File: src/rtl/subtractor_time2_if.sv
// subtractor_time2 control/status bundle.
// Master drives load/in/en/auto; slave returns count and flags.
interface subtractor_time2_if #(
    parameter int WIDTH = 4
);
    logic             load;
    logic [WIDTH-1:0] in;
    logic             en;
    logic             auto;
    logic [WIDTH-1:0] q;
    logic             tc;
    logic             busy;
    logic             done;

    modport master (
        output load, in, en, auto,
        input  q, tc, busy, done
    );

    modport slave (
        input  load, in, en, auto,
        output q, tc, busy, done
    );
endinterface

File: src/rtl/subtractor_time2.sv
// Loadable down-counter with one-cycle terminal-count pulse.
// One-shot parks in DONE; auto mode reloads the last loaded value.
module subtractor_time2 #(
    parameter int WIDTH = 4
) (
    input  logic               clk,
    input  logic               clr,
    subtractor_time2_if.slave  bus
);
    typedef enum logic [1:0] {
        IDLE,
        RUN,
        DONE
    } state_t;

    localparam logic [WIDTH-1:0] ONE = WIDTH'(1);

    state_t           state;
    logic [WIDTH-1:0] q;
    logic [WIDTH-1:0] rl;
    logic             tc;

    // Count state, reload value and tc pulse; load overrides counting.
    always_ff @(posedge clk or posedge clr) begin
        if (clr) begin
            state <= IDLE;
            q     <= '0;
            rl    <= '0;
            tc    <= 1'b0;
        end else if (bus.load) begin
            q     <= bus.in;
            rl    <= bus.in;
            tc    <= 1'b0;
            state <= (bus.in != '0) ? RUN : IDLE;
        end else begin
            tc <= 1'b0;
            unique case (state)
                IDLE: begin
                end
                RUN: begin
                    if (bus.en) begin
                        if (q > ONE) begin
                            q <= q - ONE;
                        end else if (q == ONE) begin
                            q  <= '0;
                            tc <= 1'b1;
                            if (!bus.auto) begin
                                state <= DONE;
                            end
                        end else begin
                            // Only reached in auto mode: restart period.
                            q <= rl;
                        end
                    end
                end
                DONE: begin
                end
                default: begin
                    state <= IDLE;
                end
            endcase
        end
    end

    assign bus.q    = q;
    assign bus.tc   = tc;
    assign bus.busy = (state == RUN);
    assign bus.done = (state == DONE);
endmodule

File: src/flat_wrapper.sv
// flat-port wrapper written by rule: the top's interface ports become plain ports
module subtractor_time2_flat 
#(
    parameter int WIDTH = 4
)
  (clk, clr, bus_load, bus_in, bus_en, bus_auto, bus_q, bus_tc, bus_busy, bus_done);
  subtractor_time2_if #(.WIDTH(WIDTH)) bus_i ();
  input  logic clk;
  input  logic clr;
  input wire logic [$bits(bus_i.load)-1:0] bus_load;
  input wire logic [$bits(bus_i.in)-1:0] bus_in;
  input wire logic [$bits(bus_i.en)-1:0] bus_en;
  input wire logic [$bits(bus_i.auto)-1:0] bus_auto;
  output wire logic [$bits(bus_i.q)-1:0] bus_q;
  output wire logic [$bits(bus_i.tc)-1:0] bus_tc;
  output wire logic [$bits(bus_i.busy)-1:0] bus_busy;
  output wire logic [$bits(bus_i.done)-1:0] bus_done;
  assign bus_i.load = bus_load;
  assign bus_i.in = bus_in;
  assign bus_i.en = bus_en;
  assign bus_i.auto = bus_auto;
  assign bus_q = bus_i.q;
  assign bus_tc = bus_i.tc;
  assign bus_busy = bus_i.busy;
  assign bus_done = bus_i.done;
  subtractor_time2 #(.WIDTH(WIDTH)) u_core (.clk(clk), .clr(clr), .bus(bus_i));
endmodule
File: config.mk
export PLATFORM = sky130hd
export DESIGN_NAME = subtractor_time2_flat
export DESIGN_NICKNAME = d
export VERILOG_FILES = /design/src/rtl/subtractor_time2_if.sv /design/src/rtl/subtractor_time2.sv /design/src/flat_wrapper.sv
export SDC_FILE = /design/constraint.sdc
export NUM_CORES = 1
export LEC_CHECK = 0
export ABC_CLOCK_PERIOD_IN_PS = 2800
export CORE_AREA = 3 3 40 42
export DETAILED_ROUTE_END_ITERATION = 10
export DIE_AREA = 0 0 43 45
export DONT_BUFFER_PORTS = 1
export SLEW_MARGIN = 20
export SYNTH_ARGS = -nofsm -noshare
export SYNTH_HDL_FRONTEND = slang
export SYNTH_SLANG_ARGS = --single-unit
File: constraint.sdc
create_clock -name clk -period 2.8 [get_ports clk]
set_clock_uncertainty 0.15 [all_clocks]
set_input_delay 0.56 -clock clk [delete_from_list [all_inputs] [get_ports clk]]
set_output_delay 0.56 -clock clk [all_outputs]
set_load 0.03 [all_outputs]
## Word level (Yosys, flattened, before mapping)

Cells that the tools add are included.

| storage, ports and cells | value |
|---|---|
| register bits | 11 |
| logic and storage cells | 38 |
| output and inout bits | 7 |
| input bits | 9 |

| operators by class | value |
|---|---|
| add/sub/neg operators | 1 |
| mux-type cells | 17 |
| reduce and logical (&&, ||, !) cells | 7 |
| equality and inequality tests | 8 |
| magnitude comparators | 1 |

Operator list:

| operator | number |
|---|---|
| 4-bit 2-to-1 mux | 5 |
| 2-bit 2-to-1 mux | 5 |
| 3-bit != test, second input constant | 3 |
| 1-bit 2-to-1 mux | 6 |
| 5-bit AND reduction | 1 |
| 4-bit by 1-bit == test with 1-bit output, second input constant | 1 |
| 4-bit by 1-bit > comparator with 1-bit output, second input constant | 1 |
| 2-bit case mux with 2 select lines | 1 |
| 2-bit nonzero test | 2 |
| 4-bit nonzero test | 1 |
| 4-bit by 1-bit subtractor with 4-bit output, second input constant | 1 |
| 3-bit by 2-bit != test with 1-bit output, second input constant | 1 |
| 2-bit by 1-bit == test with 1-bit output, second input constant | 1 |
| 2-bit == test, second input constant | 1 |
| 2-bit logical NOT | 1 |
| 2-bit by 1-bit != test with 1-bit output, second input constant | 1 |
| 2-bit AND reduction | 1 |
| 2-bit OR reduction | 1 |

## Logic depth before layout (Yosys ltp)

Gate-level depths: netlist of run 1.

| depth | value |
|---|---|
| word-level depth | 6 |
| depth in mapped cells | 6 |
| mapped depth without buffers | 6 |

## Least setup slack after synthesis of run 1

No wires, ideal clock.

| timing path | value |
|---|---|
| path kind | register to register |
| start | register u_core.q[0] (netlist: u_core.bus.q[0]) |
| end | register u_core.q[0] (netlist: u_core.bus.q[0]) |
| path buffers | 0 |
| setup slack | 0.953 ns |
| arrival time | 1.602 ns |
| stages on the path, launching flop included | 7 |
| required time | 2.555 ns |
| library setup time | 0.095 ns |
| cells stage by stage | dfrtp_1 inv_1 ha_1 or2_2 a21oi_1 a211oi_1 o31ai_1 |

| on the way | value |
|---|---|
| longest elaborated chain between the ends | 6 |

Ends and longest elaborated chain:

| item | line | RTL |
|---|---|---|
| start, declared | subtractor_time2.sv:19 | `logic [WIDTH-1:0] q;` |
| start signal, assigned | subtractor_time2.sv:31 | `q <= bus.in;` |
| start signal, assigned | subtractor_time2.sv:43 | `q <= q - ONE;` |
| start signal, assigned | subtractor_time2.sv:52 | `q <= rl;` |
| parallel branches: the longest is 2 deep, another holds 4-bit by 1-bit subtractor with 4-bit output | n/a |  |
| 4-bit 2-to-1 mux * | subtractor_time2.sv:42 | `if (q > ONE) begin` |
| 4-bit 2-to-1 mux * | subtractor_time2.sv:41 | `if (bus.en) begin` |
| 4-bit 2-to-1 mux * | subtractor_time2.sv:37 | `unique case (state)` |
| 4-bit 2-to-1 mux * | subtractor_time2.sv:30 | `end else if (bus.load) begin` |

Mark *: on every way between the ends. The select of a mux whose other input is x is not followed.
A chain may end at the register's enable or synchronous reset.

## Worst setup path after layout of run 1

| timing path | value |
|---|---|
| start | register u_core.q[0] (netlist: u_core.bus.q[0]) |
| end | register u_core.q[1] (netlist: u_core.bus.q[1]) |

Same word-level chain as after synthesis.

==> reports/results.tsv, run 1 <==
metric	value	unit
RSZ-0062 raised after global routing	false	
Internal	0.254	mW
commonest non-fill, non-tap cell in the layout	dfrtp_1	
# rows	13	
relative slew slack	49.6	%
post-detailed-route wirelength per cell	15.6	µm
DRC violations left	0	
die width	43	µm
Post-DP HPWL	976	µm
sequential share of power	54.3	%
clock-pin slew on the worst setup and hold paths	0.07	ns
GR Overflow Total	0	
crit path DAT	2.06	ns
first drt pass iteration count	4	
total CTS buffers	3	
Synth cell types	26	
via/cell ratio	5.62	
Ys Warns	0	
leakage power	0.291	nW
number of global-route vias before repair	443	
diode count	0	
filler instances	126	
VDD IR max	250	µV
setup bufs post-CTS	0	
slew of the pin with the lowest slew margin	0.755	ns
final worst path period share	72.4	%
Net Sw Power	0.117	mW
Clock Tree Root	clkbuf_4	
largest net degree at the start of global routing	17	
met3 Use GR	6.37	%
starting density of the core	46.0	%
global-route wire length before repair	2010	µm
Final GP Congestion	0.756	
Setup CP Type	flop to flop	
syn_area_per_cell	9.23	µm²
WP data required	2.83	ns
Worst R2R Path Depth	6	
Ports	16	
Global Route Usage Sum	14.4	%
Placed Cells	77	
Setup TNS Final	0	ns
grt peak-use layer	met2	
number of non-filler instances in the completed layout	81	
Post-CTS Hold Fix Bufs	0	
Core Region	0.00128	mm²
Detailed Route WL	1270	µm
Net Sw Frac	31.6	%
Max-Cap Viols	0	
CP startpoint kind	flop	
# nets final	78	
Seq/Total Area, Yosys	46.6	%
met2 Use GR	21.3	%
Post-Syn Area	591	µm²
Clock Sinks	11	
Final min period	2.03	ns
Gate power share	16.9	%
fraction of layout cells with a size suffix above 1	6.06	%
IO Port Bufs	0	
Layout area overhead	6.14	%
Die ar.	0.00194	mm²
latest clock arrival within the worst-skew pair	0.27	ns
Resize count post-CTS	0	
outcome	finished clean	
Post-Synthesis Cells	64	
Routed Antenna Nets	0	
CTS max path bufs	2	
DRT iter0 DRCs	5	
Chip Height	45	µm
PD cells	592	mW/mm²
max-slew violations	0	
Highest Clock Rate	493	MHz
commonest non-fill, non-tap cells in the layout	11 x dfrtp_1, 7 x inv_1, 6 x nor2_1, 6 x nand2_1	
min-delay worst type	input port to async pin	
met1 Use GR	18.8	%
initial antenna violation count	0	
fin util	48.8	%
Hold Vio Cnt, Final	0	
CTS tree	yes	
syn nets	75	
vias	455	
H-tree levels	1	
Final Setup Violations	0	
clock share of power	28.9	%
overall power	0.371	mW
synthesized flop and latch total	11	
Worst Path Max Fanout	6	
Setup crit end kind	flop	
[final timing paths]
check | from | endpoint | slack [ns]
setup / recovery | u_core.bus.q[0] | u_core.bus.q[1] | 0.77
hold / removal | clr | u_core.rl[3] | 0.008
setup reg to reg | u_core.bus.q[0] | u_core.bus.q[1] | 0.77
hold reg to reg | u_core.rl[2] | u_core.rl[2] | 0.35
max in group asynchronous | clr | u_core.rl[1] | 2.20
min in group clk | bus_load | u_core.state[1] | 0.20
[sequential cells by signal, summed over array words and instances (netlist names)]
| signal | cells |
|---|---|
| u_core.state | 2 |
| u_core.bus.tc | 1 |
| u_core.rl | 4 |
| u_core.bus.q | 4 |
[cell families after synthesis]
logic type      synth area share [%]
compound gates                  19.7
fa+ha+maj                       4.24
buf+inv                         5.93
flops                           46.6
mux                             1.91
simple gates                    21.6
[Yosys cell counts (all sizes together)]
library cell / count / area, µm²
nor2b: 3 / 18.8
nor2: 6 / 22.5
buf: 1 / 5.00
o21a: 1 / 7.51
nand3: 1 / 5.00
o31ai: 3 / 22.5
a221oi: 1 / 8.76
and4bb: 1 / 12.5
o21ai: 5 / 25.0
a21oi: 4 / 20.0
nand2b: 1 / 6.26
a211oi: 2 / 15.0
ha: 2 / 25.0
inv: 7 / 26.3
and4b: 1 / 10.0
and3: 1 / 6.26
dfrtp: 11 / 275
a32oi: 1 / 8.76
clkbuf: 1 / 3.75
or2: 1 / 6.26
nand2: 6 / 22.5
nor4b: 1 / 8.76
o41ai: 1 / 8.76
mux2: 1 / 11.3
and3b: 1 / 8.76
[power groups by stage]
stage / Combinational, mW / Sequential, mW / Clock, mW
floorplan: 0.0548 / 0.200 / 0
global placement: 0.0614 / 0.204 / 0
detailed placement: 0.0634 / 0.205 / 0
CTS: 0.0634 / 0.202 / 0.112
global route: 0.0719 / 0.204 / 0.119
finish: 0.0626 / 0.201 / 0.107
[area by class of cell]
| type | count | area, µm² | area share, % |
|---|---|---|---|
| clock buffer | 4 | 26.3 | 4.19 |
| tap | 15 | 18.8 | 2.99 |
| multi-input combinational | 44 | 280 | 44.7 |
| sequential | 11 | 275 | 43.9 |
| inverter | 7 | 26.3 | 4.19 |
[worst max-delay path, stage by stage (launching register included)]
cell      delay [ns]
dfrtp_1         0.61
inv_1           0.12
ha_1            0.29
or2_2           0.30
a21oi_1         0.15
a211oi_1        0.06
o31ai_1         0.25
[stage by stage]
stage / hold slack [ns] / worst slack [ns] / area (µm²)
final: 0.00809 / 0.772 / 627
after floorplan: 0.262 / 0.953 / 591
after global placement: 0.320 / 0.821 / 601
after detailed placement: 0.321 / 0.782 / 601
after global routing: 0.0443 / 0.620 / 627
after CTS: 0.0200 / 0.749 / 627
[routing by layer]
layer	up-vias	wire, µm
li1	229	-
met1	210	568
met2	14	569
met3	2	109
met4	0	18
met5	-	0
Note: power is estimated with default switching activity, not from simulation.
==> run 2, diff against run 1 <==
ABC_CLOCK_PERIOD_IN_PS = 1880   (was 2800)
clock period = 1.88 ns   (was 2.8 ns; I/O delays follow)
==> run 2 against run 1 <==
Global-route usage up 1.1 points. Largest power group unchanged. Combinational power increased by 120%. Core utilization is 4.6 points higher. Setup slack got worse by 0.61 ns.
==> reports/results.tsv, run 2 (same netlist as run 1, synthesis figures left out) <==
metric	value	unit	change
outcome	finished clean		unchanged
via/cell ratio	5.64		was 5.62
slew of the pin with the lowest slew margin	0.658	ns	was 0.755 ns
CTS max path bufs	2		unchanged
FF-to-FF setup slack	0.18	ns	was 0.77 ns
Setup TNS Final	0	ns	unchanged
Global Route Usage Sum	15.5	%	was 14.4%
WP depth	1		was 6
Core Region	0.00128	mm²	unchanged
IO Port Bufs	0		unchanged
grt peak-use layer	met2		unchanged
latest clock arrival within the worst-skew pair	0.26	ns	was 0.27 ns
met3 Use GR	4.38	%	was 6.37%
worst reg2reg path endpoint	u_core.bus.q[0]		was u_core.bus.q[1]
Die ar.	0.00194	mm²	unchanged
worst path buffer plus inverter count	0		was 1
Final min period	1.72	ns	
Clock Sinks	11		unchanged
vias	491		was 455
Post-DP HPWL	1030	µm	was 976 µm
Crit path max-delay family	simple AND/OR/NAND/NOR gates		was flip-flops
slowest CP cell	nor2b_1		was dfrtp_1
CTS tree	yes		unchanged
# rows	13		unchanged
commonest non-fill, non-tap cells in the layout	11 x dfrtp_1, 7 x inv_1, 6 x nor2_1, 6 x nand2_1, 5 x buf_4		was 11 x dfrtp_1, 7 x inv_1, 6 x nor2_1, 6 x nand2_1
crit-path cells	nor2b_1		was inv_1 -> ha_1 -> or2_2 -> a21oi_1 -> a211oi_1 -> o31ai_1
Setup CP Type	flop to output port		was flop to flop
commonest non-fill, non-tap cell in the layout	dfrtp_1		unchanged
PD cells	832	mW/mm²	was 592 mW/mm²
starting density of the core	46.0	%	unchanged
clock-pin slew on the worst setup and hold paths	0.06	ns	was 0.07 ns
RR Startpoint	u_core.bus.q[0]		unchanged
number of global-route vias before repair	502		was 443
filler instances	126		unchanged
VDD IR max	467	µV	was 250 µV
Clock Tree Root	clkbuf_4		unchanged
Critical path origin	u_core.state[0]		was u_core.bus.q[0]
Max-Cap Viols	0		unchanged
largest net degree at the start of global routing	17		unchanged
met1 Use GR	21.8	%	was 18.8%
global-route wire length before repair	2230	µm	was 2010 µm
Detailed Route WL	1280	µm	was 1270 µm
diode count	0		unchanged
relative slew slack	56.0	%	was 49.6%
crit-path max cell delay	0.53	ns	was 0.61 ns
post-detailed-route wirelength per cell	14.7	µm	was 15.6 µm
fraction of layout cells with a size suffix above 1	16.7	%	was 6.06%
Setup crit end kind	output port		was flop
final worst path period share	91.5	%	
Placed Cells	82		was 77
CP startpoint kind	flop		unchanged
RSZ-0062 raised after global routing	false		unchanged
Final GP Congestion	0.770		was 0.756
Chip Height	45	µm	unchanged
DRT iter0 DRCs	8		was 5
H-tree levels	1		unchanged
initial antenna violation count	0		unchanged
worst hold slack	0.0285	ns	was 0.00809 ns
min-delay worst type	input port to flop		was input port to async pin
total CTS buffers	3		unchanged
biggest regs	u_core.bus.q x4, u_core.rl x4, u_core.state x2		unchanged
DRC violations left	0		unchanged
first drt pass iteration count	4		unchanged
WP data required	1.35	ns	was 2.83 ns
Ports	16		unchanged
setup bufs post-CTS	0		unchanged
max-slew violations	0		unchanged
Routed Antenna Nets	0		unchanged
Critical Path End	bus_done		was u_core.bus.q[1]
met2 Use GR	22.2	%	was 21.3%
Layout area overhead	16.1	%	was 6.14%
Hold Vio Cnt, Final	0		unchanged
Worst R2R Path Depth	6		unchanged
Reg area	275	µm²	unchanged
leakage power	0.318	nW	was 0.291 nW
Highest Clock Rate	581	MHz	
number of non-filler instances in the completed layout	87		was 81
# nets final	84		was 78
GR Overflow Total	0		unchanged
die width	43	µm	unchanged
crit path DAT	1.20	ns	was 2.06 ns
Final Setup Violations	0		unchanged
Worst Path Max Fanout	4		was 6
Multi-input gate area	292	µm²	was 280 µm²
## run 2: cell count changes in the layout (fill, tap and decap cells not counted)
| cell | change |
|---|---|
| buf_4 | +5 |
| dlygate4sd3_1 | +1 |
| ha_1 | -2 |
| ha_2 | +2 |
| nor4b_1 | -1 |
| nor4b_2 | +1 |
## run 2: metal layers
metal  part of all wire [%]  wire (µm)
met2                     43        553
met5                      0          0
met1                     47        600
met3                    8.8        112
met4                    1.1         14
## run 2: final cells by class
cell class                 instances  area share [%]
tap                               15            2.74
timing repair buffer               6            6.93
sequential                        11            40.1
multi-input combinational         44            42.5
inverter                           7            3.83
clock buffer                       4            3.83
## run 2: where the power goes
group	internal, mW	leakage [nW]	switching (mW)
clock network	0.0820	0.0150	0.0719
registers	0.257	0.134	0.0196
logic	0.0575	0.168	0.0826
## run 2: how the worst min path moves through the flow
stage,from,cells past startpoint,end,slack [ns]
after floorplan,clr,1,u_core.bus.q[0],0.08
after global placement,clr,1,u_core.rl[3],0.13
after detailed placement,clr,1,u_core.rl[1],0.13
after CTS,bus_load,1,u_core.state[1],0.02
after global routing,bus_load,1,u_core.state[1],0.01
final,bus_load,1,u_core.state[1],0.03
## run 2: stage by stage
stage	cell area, µm²	util (%)	power [mW]	worst slack, ns
after floorplan	591	-	0.379	0.0329
after global placement	638	49.7	0.415	0.170
after detailed placement	638	49.7	0.416	0.139
after CTS	674	52.5	0.572	0.130
after global routing	686	53.4	0.609	0.0267
final	686	53.4	0.570	0.159
## run 2: repair_timing
action                     in CTS  in global routing
hold buffers                    1                  0
resized for setup               0                  3
setup endpoints to repair       0                  2
hold endpoints to repair       11                  0
## run 2: worst register-to-register path: stages (launching register included)
cell and delay (ns):
dfrtp_1 0.42, inv_1 0.08, ha_2 0.22, or2_2 0.29
a21oi_1 0.15, a211oi_1 0.07, o31ai_1 0.24
==> run 3, diff against run 2 <==
CTS_BUF_LIST = sky130_fd_sc_hd__clkbuf_8   (was not set)
==> run 3 against run 2 <==
Power rose by 12%. Global-route usage rose by 0.084 points. Final cell count did not move. Critical path type is now flop to flop. Critical path depth rose by 4. Non-clock buffer count did not move. Combinational power barely moved.
==> reports/results.tsv, run 3 (same netlist as run 1, synthesis figures left out) <==
metric	value	unit	change
DRT iter0 DRCs	6		was 8
outcome	finished clean		unchanged
PD cells	911	mW/mm²	was 832 mW/mm²
Gate power share	21.8	%	was 24.6%
met3 WL	88	µm	was 112 µm
CTS max path bufs	2		unchanged
# nets final	84		unchanged
Chip Height	45	µm	unchanged
relative slew slack	56.1	%	was 56.0%
Setup crit end kind	flop		was output port
Highest Clock Rate	577	MHz	was 581 MHz
Post-DP HPWL	1030	µm	unchanged
Max-Cap Viols	0		unchanged
Clock Tree Root	clkbuf_8		was clkbuf_4
first drt pass iteration count	4		unchanged
global-route wire length before repair	2200	µm	was 2230 µm
min-delay worst type	input port to flop		unchanged
Setup TNS Final	0	ns	unchanged
post-detailed-route wirelength per cell	15.0	µm	was 14.7 µm
GR Overflow Total	0		unchanged
commonest non-fill, non-tap cell in the layout	dfrtp_1		unchanged
Hold Vio Cnt, Final	0		unchanged
Detailed Route WL	1300	µm	was 1280 µm
H-tree levels	1		unchanged
crit path DAT	1.72	ns	was 1.20 ns
routed metal-1 wirelength	619	µm	was 600 µm
latest clock arrival within the worst-skew pair	0.23	ns	was 0.26 ns
setup bufs post-CTS	0		unchanged
commonest non-fill, non-tap cells in the layout	11 x dfrtp_1, 8 x inv_1, 6 x nor2_1, 6 x nand2_1, 5 x buf_4		was 11 x dfrtp_1, 7 x inv_1, 6 x nor2_1, 6 x nand2_1, 5 x buf_4
Clock Sinks	11		unchanged
starting density of the core	46.0	%	unchanged
IO Port Bufs	0		unchanged
dpl ws	0.139	ns	unchanged
RSZ-0062 raised after global routing	false		unchanged
diode count	0		unchanged
final worst slack	0.148	ns	was 0.159 ns
largest net degree at the start of global routing	17		unchanged
CP startpoint kind	flop		unchanged
Final min period	1.73	ns	was 1.72 ns
final worst path period share	92.1	%	was 91.5%
clock share of power	34.7	%	was 27.0%
biggest regs	u_core.bus.q x4, u_core.rl x4, u_core.state x2		unchanged
Net Sw Frac	28.5	%	was 30.5%
Internal	0.457	mW	was 0.396 mW
WL met2	564	µm	was 553 µm
uppermost layer routed	met4		unchanged
clock-pin slew on the worst setup and hold paths	0.05	ns	was 0.06 ns
Net Sw Power	0.182	mW	was 0.174 mW
Core Region	0.00128	mm²	unchanged
Worst Path Max Fanout	6		was 4
initial antenna violation count	0		unchanged
VDD IR max	566	µV	was 467 µV
number of global-route vias before repair	486		was 502
Die ar.	0.00194	mm²	unchanged
leakage power	0.331	nW	was 0.318 nW
vias	490		was 491
Layout area overhead	18.9	%	was 16.1%
Routed Antenna Nets	0		unchanged
Global Route Usage Sum	15.6	%	was 15.5%
Final GP Congestion	0.770		unchanged
max-slew violations	0		unchanged
via/cell ratio	5.63		was 5.64
slew of the pin with the lowest slew margin	0.657	ns	was 0.658 ns
CTS tree	yes		unchanged
Setup CP Type	flop to flop		was flop to output port
# rows	13		unchanged
Final Setup Violations	0		unchanged
Ports	16		unchanged
fraction of layout cells with a size suffix above 1	15.3	%	was 16.7%
sequential share of power	43.4	%	was 48.5%
DRC violations left	0		unchanged
total CTS buffers	3		unchanged
WP data required	1.87	ns	was 1.35 ns
die width	43	µm	unchanged
run 3: changes by cell type in the layout (fill, tap and decap cells not counted), sizes merged:
| cell | delta |
|---|---|
| clkbuf | -1 |
| inv | +1 |
run 3: routing by layer:
layer  vias to the layer above  track usage (%)
met3                         4             4.38
met4                         0             9.04
met2                        16             21.6
li1                        242                -
met5                         -                0
met1                       228             21.8
run 3: layout make-up:
cell class                      count  area, µm²
Clock buffer                        3       41.3
Clock inverter                      1       3.75
Fill cell                         127        583
Inverter                            7       26.3
Multi-Input combinational cell     44        289
Sequential cell                    11        275
Tap cell                           15       18.8
Timing Repair Buffer                6       47.5
run 3: metrics by stage:
stage	cells	hold WS, ns	utilization (%)	area (µm²)	power, mW
6_report	87	0.0620	54.6	702	0.639
5_1_grt	87	0.0490	54.6	702	0.678
4_1_cts	87	0.0560	53.9	693	0.640
3_5_place_dp	82	0.132	49.7	638	0.416
3_3_place_gp	82	0.130	49.7	638	0.415
2_1_floorplan	64	0.0784	-	591	0.379
run 3: final timing paths:
kind	to	slack, ns	startpoint	cells past startpoint
worst max-delay path	u_core.bus.q[0]	0.15	u_core.bus.q[0]	5
worst min register to register	u_core.rl[0]	0.37	u_core.rl[0]	2
worst min-delay path	u_core.state[1]	0.06	bus_load	1
min in group asynchronous	u_core.rl[3]	0.43	clr	2
max in group asynchronous	u_core.state[1]	0.86	clr	2
worst max register to register	u_core.bus.q[0]	0.15	u_core.bus.q[0]	5
run 3: critical path, cell delays in order, from the launching register on:
cell and delay, ns:
dfrtp_1 0.42, ha_1 0.29, or2_2 0.33, a21oi_1 0.15, a211oi_1 0.07, o31ai_1 0.24
run 3: timing repair:
item                       in CTS  in global routing
hold endpoints to repair       11                  0
gates resized for setup         0                  2
hold buffers                    1                  0
setup endpoints to repair       0                  2
run 3: power groups by stage:
stage	registers, mW	clock network (mW)	logic (mW)
final	0.278	0.222	0.140
after global routing	0.280	0.242	0.156
after CTS	0.276	0.226	0.138
after detailed placement	0.280	0	0.136
after global placement	0.280	0	0.135
after floorplan	0.297	0	0.0817
